<file path="src/rtl/rgb_pkg.sv">
// rtl/rgb_pkg.sv - shared types and constants for the RGB fade sequencer
package rgb_pkg;

    typedef enum logic [1:0] {
        ST_IDLE,
        ST_FADE,
        ST_HOLD
    } fsm_state_e;

    localparam int COLOR_W = 8;
    localparam int RGB_W   = 3 * COLOR_W;

    // Colour word packing: {R, G, B}
    localparam int R_LSB = 2 * COLOR_W;
    localparam int G_LSB = COLOR_W;
    localparam int B_LSB = 0;

    localparam int DEFAULT_DEPTH = 4;
    localparam logic [RGB_W-1:0] DEFAULT_TABLE [DEFAULT_DEPTH] = '{
        24'h000000,
        24'h050000,
        24'h000500,
        24'h000005
    };

    function automatic logic [RGB_W-1:0] default_color(input int idx);
        logic [RGB_W-1:0] color;
        color = '0;
        if (idx >= 0 && idx < DEFAULT_DEPTH) begin
            color = DEFAULT_TABLE[idx[1:0]];
        end
        return color;
    endfunction

endpackage

</file>
<file path="src/rtl/rgb_channel_ramp.sv">
// rtl/rgb_channel_ramp.sv - one 8-bit duty channel stepping by 1 toward its target
module rgb_channel_ramp
    import rgb_pkg::*;
(
    input  logic               clk,
    input  logic               rst,
    input  logic               step_en,
    input  logic [COLOR_W-1:0] target,
    output logic [COLOR_W-1:0] value,
    output logic               at_target
);

    logic [COLOR_W-1:0] value_q;
    logic [COLOR_W-1:0] value_d;

    assign at_target = (value_q == target);
    assign value     = value_q;

    // Moving only while unequal means the value can never overshoot or wrap.
    always_comb begin
        value_d = value_q;
        if (step_en && !at_target) begin
            if (value_q < target) begin
                value_d = value_q + COLOR_W'(1);
            end else begin
                value_d = value_q - COLOR_W'(1);
            end
        end
    end

    always_ff @(posedge clk or posedge rst) begin
        if (rst) begin
            value_q <= '0;
        end else begin
            value_q <= value_d;
        end
    end

endmodule

</file>
<file path="src/rtl/rgb_fade_sequencer.sv">
// rtl/rgb_fade_sequencer.sv - colour table, fade/hold FSM and step counter driving R/G/B duty
module rgb_fade_sequencer
    import rgb_pkg::*;
#(
    parameter int NUM_STEPS  = 4,
    parameter int HOLD_TICKS = 1000,
    parameter int ADDR_W     = $clog2(NUM_STEPS)
) (
    input  logic              clk,
    input  logic              rst,
    input  logic              tick_en,
    input  logic              run,
    input  logic              cfg_we,
    input  logic [ADDR_W-1:0] cfg_addr,
    input  logic [23:0]       cfg_data,
    output logic [7:0]        color_r,
    output logic [7:0]        color_g,
    output logic [7:0]        color_b,
    output logic [ADDR_W-1:0] step,
    output logic              step_done
);

    localparam int                HOLD_W    = $clog2(HOLD_TICKS + 1);
    localparam logic [HOLD_W-1:0] HOLD_LOAD = HOLD_W'(HOLD_TICKS - 1);
    localparam logic [ADDR_W-1:0] LAST_STEP = ADDR_W'(NUM_STEPS - 1);

    logic [RGB_W-1:0]  table_q [NUM_STEPS];
    logic [RGB_W-1:0]  table_d [NUM_STEPS];
    fsm_state_e        state_q, state_d;
    logic [HOLD_W-1:0] hold_q, hold_d;
    logic [ADDR_W-1:0] step_q, step_d;
    logic              step_done_q, step_done_d;

    logic [RGB_W-1:0]  target;
    logic              r_at, g_at, b_at, all_at;
    logic              fade_en;

    // Reads the registered table, so a same-edge write only affects later ticks.
    assign target  = table_q[step_q];
    assign all_at  = r_at & g_at & b_at;
    assign fade_en = run && tick_en && (state_q == ST_FADE) && !all_at;

    rgb_channel_ramp u_ramp_r (
        .clk       (clk),
        .rst       (rst),
        .step_en   (fade_en),
        .target    (target[R_LSB +: COLOR_W]),
        .value     (color_r),
        .at_target (r_at)
    );

    rgb_channel_ramp u_ramp_g (
        .clk       (clk),
        .rst       (rst),
        .step_en   (fade_en),
        .target    (target[G_LSB +: COLOR_W]),
        .value     (color_g),
        .at_target (g_at)
    );

    rgb_channel_ramp u_ramp_b (
        .clk       (clk),
        .rst       (rst),
        .step_en   (fade_en),
        .target    (target[B_LSB +: COLOR_W]),
        .value     (color_b),
        .at_target (b_at)
    );

    always_comb begin
        table_d = table_q;
        if (cfg_we && (int'(cfg_addr) < NUM_STEPS)) begin
            table_d[cfg_addr] = cfg_data;
        end
    end

    always_comb begin
        state_d     = state_q;
        hold_d      = hold_q;
        step_d      = step_q;
        step_done_d = 1'b0;
        if (!run) begin
            state_d = ST_IDLE;
        end else begin
            case (state_q)
                ST_IDLE: state_d = ST_FADE;
                ST_FADE: begin
                    if (tick_en && all_at) begin
                        state_d = ST_HOLD;
                        hold_d  = HOLD_LOAD;
                    end
                end
                ST_HOLD: begin
                    if (tick_en) begin
                        if (hold_q == '0) begin
                            step_d      = (step_q == LAST_STEP) ? '0 : step_q + ADDR_W'(1);
                            step_done_d = 1'b1;
                            state_d     = ST_FADE;
                        end else begin
                            hold_d = hold_q - HOLD_W'(1);
                        end
                    end
                end
                default: state_d = ST_IDLE;
            endcase
        end
    end

    always_ff @(posedge clk or posedge rst) begin
        if (rst) begin
            state_q     <= ST_IDLE;
            hold_q      <= '0;
            step_q      <= '0;
            step_done_q <= 1'b0;
            for (int i = 0; i < NUM_STEPS; i++) begin
                table_q[i] <= default_color(i);
            end
        end else begin
            state_q     <= state_d;
            hold_q      <= hold_d;
            step_q      <= step_d;
            step_done_q <= step_done_d;
            table_q     <= table_d;
        end
    end

    assign step      = step_q;
    assign step_done = step_done_q;

endmodule

</file>
<file path="config.mk">
export PLATFORM = sky130hd
export DESIGN_NAME = rgb_fade_sequencer
export DESIGN_NICKNAME = d
export VERILOG_FILES = /design/src/rtl/rgb_pkg.sv /design/src/rtl/rgb_channel_ramp.sv /design/src/rtl/rgb_fade_sequencer.sv
export SDC_FILE = /design/constraint.sdc
export NUM_CORES = 1
export LEC_CHECK = 0
export CAP_MARGIN = 20
export CORE_UTILIZATION = 45
export CTS_CLUSTER_DIAMETER = 200
export CTS_CLUSTER_SIZE = 8
export DETAILED_ROUTE_END_ITERATION = 8
export GPL_TIMING_DRIVEN = 0
export PLACE_DENSITY = 0.63
export REMOVE_ABC_BUFFERS = 1
export SLEW_MARGIN = 20
export SYNTH_ARGS = -nofsm -noshare
export SYNTH_HDL_FRONTEND = slang
export SYNTH_SLANG_ARGS = --single-unit
</file>
<file path="constraint.sdc">
create_clock -name clk -period 4.9 [get_ports clk]
set_input_delay 0.98 -clock clk [delete_from_list [all_inputs] [get_ports clk]]
set_output_delay 0.98 -clock clk [all_outputs]
set_load 0.02 [all_outputs]
</file>
Yosys cells after proc, flatten, opt, wreduce, memory -nomap -nowiden
Index checks and enable logic that the tools add are counted.
{"block": "word_totals", "ff_bits": 135, "word_cells": 82}
{"block": "op_classes", "n_addsub": 8, "n_lt_le_gt_ge": 6, "eq_ne": 12, "muxes": 23, "bitwise_logic": 4, "reduce_logical": 18}
{"operator": "$bwmux 96", "count": 1}
{"operator": "$mux 24", "count": 3}
{"operator": "$bmux 24 s2", "count": 1}
{"operator": "$demux 24 s2", "count": 1}
{"operator": "$mux 10", "count": 3}
{"operator": "$add 8x1->8 const B", "count": 3}
{"operator": "$eq 8x8->1", "count": 3}
{"operator": "$lt 8x8->1", "count": 3}
{"operator": "$mux 8", "count": 3}
{"operator": "$sub 8x1->8 const B", "count": 3}
{"operator": "$pmux 10 s2", "count": 1}
{"operator": "$logic_not 10->1", "count": 1}
{"operator": "$mux 2", "count": 5}
{"operator": "$sub 10x1->10 const B", "count": 1}
{"operator": "$logic_and 1x1->1", "count": 8}
{"operator": "$ge 3x3->1 const B", "count": 2}
{"operator": "$ne 3x3->1 const B", "count": 2}
{"operator": "$not 2->3", "count": 2}
{"operator": "$pmux 2 s3", "count": 1}
{"operator": "$reduce_and 5->1", "count": 1}
{"operator": "$eq 2x2->1 const B", "count": 2}
{"operator": "$logic_not 1->1", "count": 4}
{"operator": "$mux 1", "count": 4}
{"operator": "$ne 2x2->1 const B", "count": 2}
{"operator": "other kinds (10)", "count": 11}

Longest topological paths before layout
Gate-level depths: netlist of the first run.
{"block": "logic_depth", "word_depth": 11, "ltp_mapped": 16}

Modules after synthesis
From an unflattened synthesis of the first run, not the netlist that was laid out.
{"block": "unflattened", "cells_unflattened": 567, "area_unflattened_um2": 7198.2}
{"module": "rgb_fade_sequencer", "n_inst": 1, "cells_per_inst": 318, "area_each_um2": 5002.3, "seq_area_each_um2": 2785.2}
{"module": "rgb_channel_ramp", "n_inst": 3, "cells_per_inst": 83, "area_each_um2": 732.0, "seq_area_each_um2": 200.2}

Worst setup path after synthesis of the first run
OpenSTA, ideal clock, no wires.
{"block": "synth_timing", "path_kind": "reg2reg", "from": "reg step_q[0], in the netlist step[0]", "to": "reg u_ramp_r.value_q[6], in the netlist u_ramp_r.value[6]", "setup_time_ps": 83, "t_arrival_ps": 3871, "t_required_ps": 4817, "path_slack_ps": 946, "path_stages_with_launch": 15, "path_cell_list": "dfrtp_1 buf_2 buf_2 mux4_2 ha_1 and4b_1 a211oi_1 o21ai_0 inv_1 fa_1 o21ai_0 a21o_1 a21oi_1 xor2_1 o21ai_0"}
{"block": "synth_via", "elab_chain_cells": 10, "elab_cells_between_ends": 15}
{"element": "start: declaration", "line": "rgb_fade_sequencer.sv:31", "text": "logic [ADDR_W-1:0] step_q, step_d;"}
{"element": "start signal: assignment", "line": "rgb_fade_sequencer.sv:121", "text": "step_q <= step_d;"}
{"element": "$not 2->3 (not written as such) *", "line": "rgb_fade_sequencer.sv:39", "text": "assign target = table_q[step_q];"}
{"element": "$bmux 24 s2 *", "line": "rgb_fade_sequencer.sv:39"}
{"element": "$mux 24 (not written as such) * (2 in a row)", "line": "rgb_fade_sequencer.sv:39"}
{"element": "$eq 8x8->1", "line": "rgb_channel_ramp.sv:16", "text": "assign at_target = (value_q == target);"}
{"element": "$and 1x1->1 (2 in a row)", "line": "rgb_fade_sequencer.sv:40", "text": "assign all_at = r_at & g_at & b_at;"}
{"element": "$logic_not 1->1", "line": "rgb_fade_sequencer.sv:41", "text": "assign fade_en = run && tick_en && (state_q == ST_FADE) && !all_at;"}
{"element": "$logic_and 1x1->1", "line": "rgb_fade_sequencer.sv:41"}
{"element": "$logic_and 1x1->1", "line": "rgb_channel_ramp.sv:22", "text": "if (step_en && !at_target) begin"}
{"element": "end signal: assignment", "line": "rgb_channel_ramp.sv:35", "text": "value_q <= value_d;"}
{"element": "end: declaration", "line": "rgb_channel_ramp.sv:13", "text": "logic [COLOR_W-1:0] value_q;"}
Every way passes the cells marked *; elsewhere a longest branch is shown, timed or not. The select of a mux whose other input is x is not followed.
A chain may end at the register's enable or synchronous reset.

Worst setup path after layout of the first run
Same ends and word-level chain as after synthesis.

==> metrics.txt, run 1 <==
Crit path depth 14; status completed; fill count 1264; total CTS buffers 17; Final Net Count 723; area of the multi-input gates 0.00357 mm2; via count 4675; post-place setup slack 0.562 ns; clock-pin slew on the worst setup and hold paths 0.06 ns; post-synthesis xor/xnor area fraction 2.69%; Compound-Gate Fraction of Synth Area 7.34%; final setup fails 0; Buffers on Ports 57; Startpoint Class flip-flop; post-placement cell count 836; Die X 128 um; Max-cap violations 0; number of global-route vias before repair 4944; H-tree levels 4; Worst Setup SP step[0]; f_max 0.246 GHz; ant diodes 0; antenna violations before repair 0; register area share after synthesis 47.3%; top cell type's share of synthesized area 45.1%; CTS tree done; top-count cell post-synth dfrtp_1; Slew headroom 40.3%; WL/cell 16.5 um; setup slack after layout 0.842 ns; P per Cell Area 550 mW/mm2; drt total wl 14300 um; clock skew 0.00996 ns; Synth Flop Type dfrtp_1; placed cell areas 0.00809 mm2; total chip power 4790 uW; Root Driver clkbuf_16; Avg Inst Size Synth 12.4 um2; clock buffer depth 2; pin count of the biggest net entering global routing 109; CTS Sinks 135; Rows 45; critical path fanouts, max 17; die area 0.0164 mm2; hold_buf cts 0; first-pass GRT wire length 24500 um; Synth Area in Simple Gates 7.48%; Synth Cell Area 0.00716 mm2; CP Data Arrival Time 4.33 ns; crit path capture u_ramp_r.value[6]; global route total overflow 0; Synth-to-Final Area Change 21.5%; initial core utilization 46.6%; post_cts resized 0; kind of critical path flip-flop to flip-flop; Vias/cell 5.39; TNS Setup 0 ns; Leak 0.00381 uW; post-synthesis mux area share 23.5%; CP Capture Type flip-flop; Worst-Margin Slew 0.890 ns; Post-synth EDFFs 0; drt first pass iters 4; main combinational cell family by area after synthesis multiplexers; worst path cell trace buf_12 > mux4_2 > inv_1 > ha_1 > and4b_1 > a211oi_1 > o21ai_1 > ha_1 > a21oi_1 > o21ai_0 > a21o_1 > a21oi_1 > xor2_1 > o21ai_0; CP max stage delay 0.65 ns; final slew viol count 0; # DRC 0; antenna viol nets, final 0; synthesized instance count 578; R2R depth 14; reg-to-reg slack, setup 0.84 ns; global-route usage over all layers 19.5%; Ys Warns 0; hold crit path type flip-flop to flip-flop; dpl hpwl 10000 um; gp weighted congestion 0.779; Critical-path top delay cell dfrtp_2; VDD IR-drop max 0.268 mV; final hold vios 0; RSZ-0062 raised after global routing no; fin crit share 82.8%; Core ar. 0.0154 mm2; Worst-Skew Late Latency 0.42 ns; Post-CTS Setup Bufs 0; Yosys reg bits 135; Final Critical Period 4.06 ns; Post-Synth Adder-Cell Area 8.70%; Cell variety after synth 47; layout cells sized above 1 28.2%; required time of the worst setup path 5.17 ns; most common library cells after synthesis 129 x dfrtp_1, 100 x mux2_2, 45 x ha_1; final non-filler cell total 868; Reg-to-Reg Start step[0]; Reg2Reg Capture Point u_ramp_r.value[6]; fin area 0.00870 mm2; Seq. cell area 0.00339 mm2; Die Y 128 um; top cells by area, synth dfrtp_1 45%, mux2_2 16%, ha_1 7.9%, mux4_2 7.5%, o21ai_0 2.3%; CP top delay family compound AO/OA/AOI/OAI gates; IO Count 58; top cell type by total area after synthesis dfrtp_1; Post-synth ARST share 100%; DR iter-0 viols 227; WP buf/inv 2
worst min path at each step:
stage / depth (start not counted) / slack (ns) / to / startpoint
2_1_floorplan: 1 / 0.47 / hold_q[7] / hold_q[7]
3_3_place_gp: 1 / 0.48 / table_q[10] / table_q[10]
3_5_place_dp: 1 / 0.49 / table_q[25] / table_q[25]
4_1_cts: 1 / 0.50 / table_q[28] / table_q[28]
5_1_grt: 1 / 0.52 / table_q[47] / table_q[47]
6_report: 1 / 0.50 / table_q[28] / table_q[28]
logic make-up after synthesis:
group	count (synthesis)
AND/OR/NAND/NOR	104
flip-flops	135
multiplexers	125
adder cells (fa/ha/maj)	48
AO/OA/AOI/OAI	89
buffers and inverters	55
XOR/XNOR	22
routing by layer:
layer / global-route usage [%] / vias up / wire (um)
met1: 25.1 / 2374 / 6570
li1: - / 2225 / -
met3: 4.72 / 19 / 397
met2: 32.5 / 57 / 7160
met5: 0 / - / 0
met4: 6.02 / 0 / 181
cells in the final DEF, fill, tap and decap left out, types with 3 or more instances in the layout:
cell / Yosys / layout
a21o_1: 10 / 10
a21oi_1: 26 / 26
a31oi_1: 4 / 4
buf_8: 0 / 4
bufinv_16: 0 / 3
clkbuf_16: 0 / 17
clkdlybuf4s50_1: 0 / 57
clkinv_4: 0 / 5
clkinvlp_4: 0 / 3
dfrtp_1: 129 / 127
dfstp_2: 6 / 6
fa_1: 3 / 3
ha_1: 45 / 45
inv_1: 36 / 35
inv_6: 0 / 3
mux2_2: 100 / 100
mux4_2: 24 / 24
nand2_1: 39 / 39
nand2b_1: 5 / 5
nand3_1: 9 / 8
nand4_1: 8 / 8
nor2_1: 23 / 23
nor2b_1: 3 / 3
nor3_1: 4 / 4
o211ai_1: 4 / 4
o21ai_0: 33 / 29
o21ai_1: 2 / 6
xnor2_1: 9 / 9
xor2_1: 13 / 13
flip-flops by register name, summed over array words and instances (netlist names):
register,cells
step_done,1
hold_q,10
u_ramp_g.value,8
u_ramp_b.value,8
step,2
table_q,96
state_q,2
u_ramp_r.value,8
worst reg2reg max path: stages (launching register included):
cell and delay, ns:
dfrtp_2 0.65, buf_12 0.25, mux4_2 0.53, inv_1 0.07
ha_1 0.23, and4b_1 0.21, a211oi_1 0.31, o21ai_1 0.31
ha_1 0.41, a21oi_1 0.16, o21ai_0 0.17, a21o_1 0.22
a21oi_1 0.17, xor2_1 0.15, o21ai_0 0.08
per-stage QoR:
step                utilization, %  hold WS (ns)
floorplan                        -         0.467
global placement              51.5         0.482
detailed placement            52.6         0.489
CTS                           56.6         0.505
global route                  56.6         0.517
finish                        56.6         0.501
cell type report:
class / instances / area share (%)
clock buffer: 17 / 4.89
inverter: 36 / 1.64
timing repair buffer: 66 / 8.28
clock inverter: 15 / 2.23
multi-input combinational: 388 / 41.0
tap: 211 / 3.03
sequential: 135 / 38.9
power by group:
group | switching [uW] | total (uW) | internal [uW]
clock network | 519 | 1330 | 811
registers | 209 | 1580 | 1380
logic | 945 | 1870 | 930
total | 1670 | 4790 | 3120
Note: power is estimated with default switching activity, not from simulation.
==> run 2: changes to the inputs <==
- clock period: 4.9 -> 3.77 ns (I/O delays scaled with it)
==> run 2 against run 1 <==
Final area up 0.59%. Fmax up 13%. Setup slack worse by 0.68 ns. Largest cell class unchanged. Clock power up 30%. Global-route usage about the same. Cell count up 0.12%. Power up 31%. Worst hold slack better by 0.0011 ns. Highest routed layer unchanged. Core utilization up 0.33 points.
==> metrics.txt, run 2 (synthesis gave the netlist of run 1 again) <==
Synth-to-Final Area Change 22.2%; Reg with most FFs table_q; Slew headroom 41.0% (+0.77 points); Critical-path top delay cell mux4_2; Buffers on Ports 57 (unchanged); dpl hpwl 10000 um (unchanged); antenna viol nets, final 0 (unchanged); final slew viol count 0 (unchanged); Startpoint Class flip-flop; DR iter-0 viols 231 (+1.8%); Flop pwr share 32.8% (-0.3 points); antenna violations before repair 0 (unchanged); number of global-route vias before repair 4939 (-0.10%); # DRC 0 (unchanged); fin area 0.00876 mm2 (+0.59%); hold crit path type flip-flop to flip-flop; status completed; first-pass GRT wire length 24500 um (about the same); WP buf/inv 2 (unchanged); layout cells sized above 1 29.0% (+0.87 points); initial core utilization 46.6% (unchanged); Leak 0.00382 uW (+0.29%); final hold vios 0 (unchanged); Max-cap violations 0 (unchanged); IO Count 58 (unchanged); CP top delay family compound AO/OA/AOI/OAI gates; required time of the worst setup path 4.10 ns (-1.07 ns); H-tree levels 4 (unchanged); fill count 1256 (-0.63%); pin count of the biggest net entering global routing 109 (unchanged); final setup fails 0 (unchanged); CTS Sinks 135 (unchanged); Core ar. 0.0154 mm2 (unchanged); Worst-Margin Slew 0.879 ns (-0.0114 ns); total chip power 6280 uW (+31%); Worst Hold Slack 0.503 ns (+0.00106 ns); CP Capture Type flip-flop; P per Cell Area 717 mW/mm2 (+30%); most frequent cells in the layout 127 x dfrtp_1, 100 x mux2_2, 57 x clkdlybuf4s50_1, 45 x ha_1, 37 x nand2_1; worst path cell trace buf_12 > mux4_2 > inv_1 > ha_1 > nor2b_1 > o211ai_1 > a21o_1 > nand2_4 > ha_1 > a21oi_1 > o211ai_1 > o41a_1 > a21o_1 > a21oi_1 > xor2_1; gp weighted congestion 0.779 (unchanged); Clock Power Share 27.5% (-0.3 points); P_int 4080 uW (+31%); die area 0.0164 mm2 (unchanged); fin crit share 95.6% (+13 points); global route total overflow 0 (unchanged); Largest register FFs 96 (unchanged); Root Driver clkbuf_16; RSZ-0062 raised after global routing yes; VDD IR-drop max 0.347 mV (+30%); Vias/cell 5.37 (-0.22%); CTS tree done; placed cell areas 0.00809 mm2 (unchanged); Final Net Count 724 (+0.14%); Worst-Skew Late Latency 0.42 ns (about the same); Die Y 128 um (unchanged); critical path fanouts, max 17 (unchanged); Rows 45 (unchanged); global-route usage over all layers 19.5% (about the same); Die X 128 um (unchanged); CP max stage delay 0.52 ns (-0.13 ns); switching power 2200 uW (+32%); drt first pass iters 4 (unchanged); clock-pin slew on the worst setup and hold paths 0.06 ns (about the same); Net Sw Frac 35.1% (+0.13 points); total CTS buffers 17 (unchanged); ant diodes 0 (unchanged); clock skew 0.00980 ns (-0.000158 ns); commonest non-fill, non-tap cell in the layout dfrtp_1; f_max 0.277 GHz (+13%); drt total wl 14300 um (+0.20%); Final Critical Period 3.61 ns (-0.453 ns); via count 4670 (-0.11%); clock buffer depth 2 (unchanged); Top Registers table_q (96), hold_q (10); WL/cell 16.5 um (about the same); kind of critical path flip-flop to flip-flop; Combinational Power Share 39.7% (+0.6 points); CP Data Arrival Time 3.94 ns (-0.39 ns)
==> run 2: what timing repair did <==
action | 4_1_cts | 5_1_grt
setup buffers | 1 | 0
pin swaps | 0 | 2
hold buffers | 0 | 0
resized for setup | 4 | 9
hold endpoints to repair | 0 | 0
endpoints found under the setup margin | 10 | 6
==> run 2: worst paths after layout <==
path,from,endpoint,slack [ns],cells after the start
max,step[0],u_ramp_g.value[7],0.16,15
min,table_q[3],table_q[3],0.50,1
max reg2reg,step[0],u_ramp_g.value[7],0.16,15
min reg2reg,table_q[3],table_q[3],0.50,1
max in group asynchronous,rst,u_ramp_b.value[7],2.30,3
min in group asynchronous,rst,u_ramp_g.value[2],0.68,2
==> run 2: layer usage <==
layer	global-route usage, %	share of wire (%)	up-vias
met4	6.02	1.1	0
met2	32.4	50	50
li1	-	-	2224
met3	4.72	2.4	16
met5	0	0	-
met1	25.2	46	2380
==> run 2: cell type report <==
class	count	area, um2	share of cell area, %
timing repair buffer	67	732	8.36
tap	211	264	3.02
multi-input combinational	388	3600	41.2
clock buffer	17	425	4.86
inverter	36	143	1.63
clock inverter	15	194	2.21
sequential	135	3390	38.8
==> run 2: power groups by stage <==
stage / clock [uW] / sequential [uW] / combinational (uW)
4_1_cts: 1760 / 2060 / 2460
3_5_place_dp: 0 / 2090 / 2440
3_3_place_gp: 0 / 2060 / 2330
6_report: 1730 / 2060 / 2490
5_1_grt: 1830 / 2110 / 2810
2_1_floorplan: 0 / 2160 / 1670
==> run 2: per-stage QoR <==
stage | setup TNS (ns) | util [%] | std cells | setup slack (ns)
after floorplan | -79.62 | - | 559 | -0.585
after global placement | -324.57 | 51.5 | 827 | -2.33
after detailed placement | -2.50 | 52.6 | 836 | -0.568
after CTS | 0 | 56.7 | 869 | 0.0538
after global routing | -0.0285 | 57.0 | 869 | -0.0277
final | 0 | 57.0 | 869 | 0.164
